### src/rtl/instruction_fetch.sv
// Fetch stage: owns the PC, issues req/ack reads to instruction memory and holds
// the returned word for decode behind a valid/ready handshake, with branch redirect.
module instruction_fetch #(
    parameter int                     INSTR_WIDTH = 8,
    parameter int                     PC_WIDTH    = 8,
    parameter logic [PC_WIDTH-1:0]    RESET_PC    = '0
) (
    input  logic                      clock,
    input  logic                      reset_n,
    output logic                      imem_req,
    output logic [PC_WIDTH-1:0]       imem_addr,
    input  logic                      imem_ack,
    input  logic [INSTR_WIDTH-1:0]    imem_rdata,
    output logic                      instr_valid,
    input  logic                      instr_ready,
    output logic [INSTR_WIDTH-1:0]    instr,
    output logic [1:0]                opcode,
    output logic [PC_WIDTH-1:0]       instr_pc,
    input  logic                      branch_taken,
    input  logic [PC_WIDTH-1:0]       branch_target
);

    typedef enum logic {
        S_REQ,
        S_HOLD
    } state_t;

    state_t              state;
    logic [PC_WIDTH-1:0] pc;
    logic [PC_WIDTH-1:0] fetch_addr;
    logic                kill;

    // The address register only moves when no request is outstanding.
    assign imem_addr = fetch_addr;
    assign opcode    = instr[INSTR_WIDTH-1 -: 2];

    // NOTE: all state uses non-blocking assignments so every register samples
    // the pre-edge values; the async reset clears everything without a clock.
    always_ff @(posedge clock or negedge reset_n) begin
        if (!reset_n) begin
            state       <= S_REQ;
            pc          <= RESET_PC;
            fetch_addr  <= RESET_PC;
            kill        <= 1'b0;
            imem_req    <= 1'b0;
            instr_valid <= 1'b0;
            instr       <= '0;
            instr_pc    <= '0;
        end else begin
            case (state)
                S_REQ: begin
                    if (!imem_req) begin
                        // First cycle out of reset: no request in flight yet.
                        imem_req <= 1'b1;
                        if (branch_taken) begin
                            pc         <= branch_target;
                            fetch_addr <= branch_target;
                        end
                    end else if (branch_taken) begin
                        pc <= branch_target;
                        if (imem_ack) begin
                            fetch_addr <= branch_target;
                            kill       <= 1'b0;
                        end else begin
                            // Request must complete at the old address; drop its data later.
                            kill <= 1'b1;
                        end
                    end else if (imem_ack) begin
                        if (kill) begin
                            kill       <= 1'b0;
                            fetch_addr <= pc;
                        end else begin
                            instr       <= imem_rdata;
                            instr_pc    <= fetch_addr;
                            pc          <= fetch_addr + PC_WIDTH'(1);
                            instr_valid <= 1'b1;
                            imem_req    <= 1'b0;
                            state       <= S_HOLD;
                        end
                    end
                end
                S_HOLD: begin
                    if (branch_taken) begin
                        pc          <= branch_target;
                        fetch_addr  <= branch_target;
                        instr_valid <= 1'b0;
                        imem_req    <= 1'b1;
                        state       <= S_REQ;
                    end else if (instr_ready) begin
                        fetch_addr  <= pc;
                        instr_valid <= 1'b0;
                        imem_req    <= 1'b1;
                        state       <= S_REQ;
                    end
                end
                default: state <= S_REQ;
            endcase
        end
    end

endmodule

### config.mk
export PLATFORM = sky130hd
export DESIGN_NAME = instruction_fetch
export DESIGN_NICKNAME = d
export VERILOG_FILES = /design/src/rtl/instruction_fetch.sv
export SDC_FILE = /design/constraint.sdc
export NUM_CORES = 1
export LEC_CHECK = 0
export BUFFER_PORTS_ARGS = -buffer_cell sky130_fd_sc_hd__buf_4
export CAP_MARGIN = 30
export CORE_ASPECT_RATIO = 1.75
export CORE_UTILIZATION = 55
export CTS_CLUSTER_SIZE = 30
export DETAILED_ROUTE_END_ITERATION = 7
export HOLD_SLACK_MARGIN = 0.08
export PLACE_DENSITY = 0.83
export SLEW_MARGIN = 20
export SYNTH_ARGS = -nofsm -noshare
export SYNTH_HDL_FRONTEND = slang
export SYNTH_SLANG_ARGS = --single-unit
### constraint.sdc
create_clock -name clock -period 3.2 [get_ports clock]
set_input_delay 0 -clock clock [delete_from_list [all_inputs] [get_ports clock]]
set_output_delay 0 -clock clock [all_outputs]
set_load 0.01 [all_outputs]
==> results.yml <==
outcome:
  outcome: "complete, no violations"
yosys:
  synth_area_um2: 1740
  synth.mux.area_fraction: 0.186
  synth_top_cell_area_share: 0.518
  synthTopCellsByArea: "dfrtp_1, mux2_4, mux2i_1, a21oi_1, nor2_1"
  synthCells: 148
  async_flop_share: 1.00
  synth_cell_types: 36
  ys_ff_latch: 36
  synth_xor_xnor_area_share: 0.0201
  seq_area_frac_synth: 0.518
  synth_simple_gate_area_share: 0.114
  syn_nets: 170
  ys.flop_type: "dfrtp_1"
  synth_edf_count: 0
  synth_largest_area_cell: "dfrtp_1"
  synth_top_family_by_area: "multiplexers"
  synth-compound-area-share: 0.106
  syn_area_per_cell_um2: 11.8
  ys_warn_count: 0
  synth_adder_area_share: 0.00719
detailed_routing:
  drt-pass1-iter-count: 5
  drc: 0
  vias: 1399
  wl_per_cell_um: 16.1
  drt_first_iter_violations: 18
  routed_wl_um: 4130
  ant_nets: 0
  viasPerCell: 5.44
die:
  rows: 26
  die_h_um: 76.4
  die_x_um: 44.5
  core_area_um2: 2960
  pin_count: 49
  dieArea_um2: 3400
  start_util: 0.587
place:
  portBuffers: 48
  dpl.cell_count: 230
  dpl.hpwl_um: 2720
  gp_congestion: 0.756
  placedInstanceArea_um2: 2100
power_and_ir_drop:
  p_leak_nw: 1.11
  ir_drop_v: 0.000543
  totalPowerFinal_mw: 1.77
  p_per_area_nw_per_um2: 746
global_route:
  busiest_layer: "met2"
  grt_pass1_wl_um: 6750
  grtUsageMet3: 0.0758
  use_met1: 0.311
  grt_max_degree: 37
  grt_overflow: 0
  met2_usage: 0.444
  first_global_vias: 1448
  grt.total_usage: 0.271
  antenna_found_initial: 0
worst_hold_path:
  hold_class: "in -> reg"
  holdCritStartpoint: "branch_taken"
clocking:
  cts_root_buf: "clkbuf_8"
  numCtsBuffers: 5
  clock_latency_ns: 0.29
  cts_sinks: 36
  clkTransAtPathRegs_ns: 0.07
  cts_resized: 0
  clock_path_buffers: 2
  cts_tree: "built"
  htree_levels: 2
setup_path:
  critical_path.startpoint: "state$_DFF_PN0_"
  crit_type: "reg -> reg"
  startpoint_type: "flip-flop"
  r2r_start: "state$_DFF_PN0_"
  crit_fanout: 17
  end_kind: "flip-flop"
  arrival_ns: 2.08
  worstPathRequired_ns: 3.38
timing:
  fin_crit_sh: 0.593
  drv_slew: 0
  tns_ns: 0
  rsz0062_at_grt: "no"
  hold_viol_final: 0
  finalSetupViolCount: 0
  fin_skew_ns: 0.00430
  fmax_mhz: 527
  slew_headroom: 0.642
  min_period_ns: 1.90
  tightest_slew_ns: 0.536
job:
  cap_violations: 0
cells_and_area:
  final_nets: 236
  final_layout_size_suffix_gt1_frac: 0.344
  area_growth_pct: 36.8
  fill_cells: 182
  finalInstanceArea_um2: 2380
  n_antenna_cell: 0
  final_cells: 257
## flip-flops by register name, indices dropped and copies added, names as in the netlist
name,flops
instr_pc,8
instr,8
imem_addr,8
imem_req,1
state,1
pc,8
kill,1
instr_valid,1
## metrics by stage
stage	utilization	hold slack, ns	setup slack [ns]
after floorplan	-	-0.296	1.71
after global placement	0.708	-0.0296	1.38
after detailed placement	0.708	-0.0182	1.31
after CTS	0.803	0.0858	1.31
after global routing	0.803	0.104	1.16
final	0.803	0.0798	1.30
## cell usage in the layout, fill, tap and decap left out, drive strengths merged, types with 4 or more instances in the layout
cell type    count
buf             50
dfrtp           36
dlygate4sd3     19
mux2            16
nor2            15
a21oi           14
mux2i           11
o21ai            9
nand2            7
clkbuf           6
nand3            4
## path summary, 6_finish.rpt
check | depth (start not counted) | slack (ns) | end
worst min-delay path | 2 | 0.08 | state$_DFF_PN0_
worst max-delay path | 3 | 1.30 | instr_pc[4]$_DFFE_PN0P_
worst min register to register | 1 | 0.50 | instr_pc[0]$_DFFE_PN0P_
worst max register to register | 3 | 1.30 | instr_pc[4]$_DFFE_PN0P_
max in group asynchronous | 2 | 2.68 | instr[1]$_DFFE_PN0P_
min in group asynchronous | 2 | 0.20 | imem_req$_DFFE_PN0P_
## report_power, final
part / internal, mW / switching (mW)
registers: 0.607 / 0.143
logic: 0.393 / 0.294
clock network: 0.172 / 0.167
## per-layer routing
metal,vias to the layer above,part of all wire
met4,0,0.019
met2,57,0.54
li1,649,-
met5,-,0
met1,687,0.38
met3,6,0.059
## what timing repair did
item | in CTS | in global routing
hold buffers | 19 | 0
hold endpoints to repair | 62 | 0
buffers inserted | 0 | 0
## cells in the mapped netlist, types with 2 or more instances
library cell and instances:
mux2_4 9, nand2b_1 2, mux2i_1 11, mux2_1 3, mux2_2 4, a21oi_1 14, inv_1 3, nor2_1 14
nand2_1 7, buf_2 3, xnor2_1 3, nand3_1 4, buf_4 4, dfrtp_1 36, nand3b_1 2, o21ai_0 8
buf_6 2
## cells by family after synthesis
kind of cell               Yosys count
muxes                               27
adders and majority gates            1
and+or+nand+nor                     37
buffers and inverters               13
xor gates and xnor gates             4
DFF                                 36
AOI/OAI and AO/OA                   30
## final cells by class
type | instances | area (um2) | area share
multi-input combinational | 99 | 756 | 0.318
clock inverter | 2 | 10.0 | 0.00421
sequential | 36 | 901 | 0.379
timing repair buffer | 69 | 566 | 0.238
inverter | 3 | 11.3 | 0.00473
tap | 42 | 52.6 | 0.0221
clock buffer | 6 | 82.6 | 0.0347
## critical path, cell delays in order (launching register included)
cell       delay [ns]
dfrtp_1          0.45
nand4bb_1        0.48
nor2_8           0.46
mux2_2           0.39
Note: power is estimated with default switching activity, not from simulation.
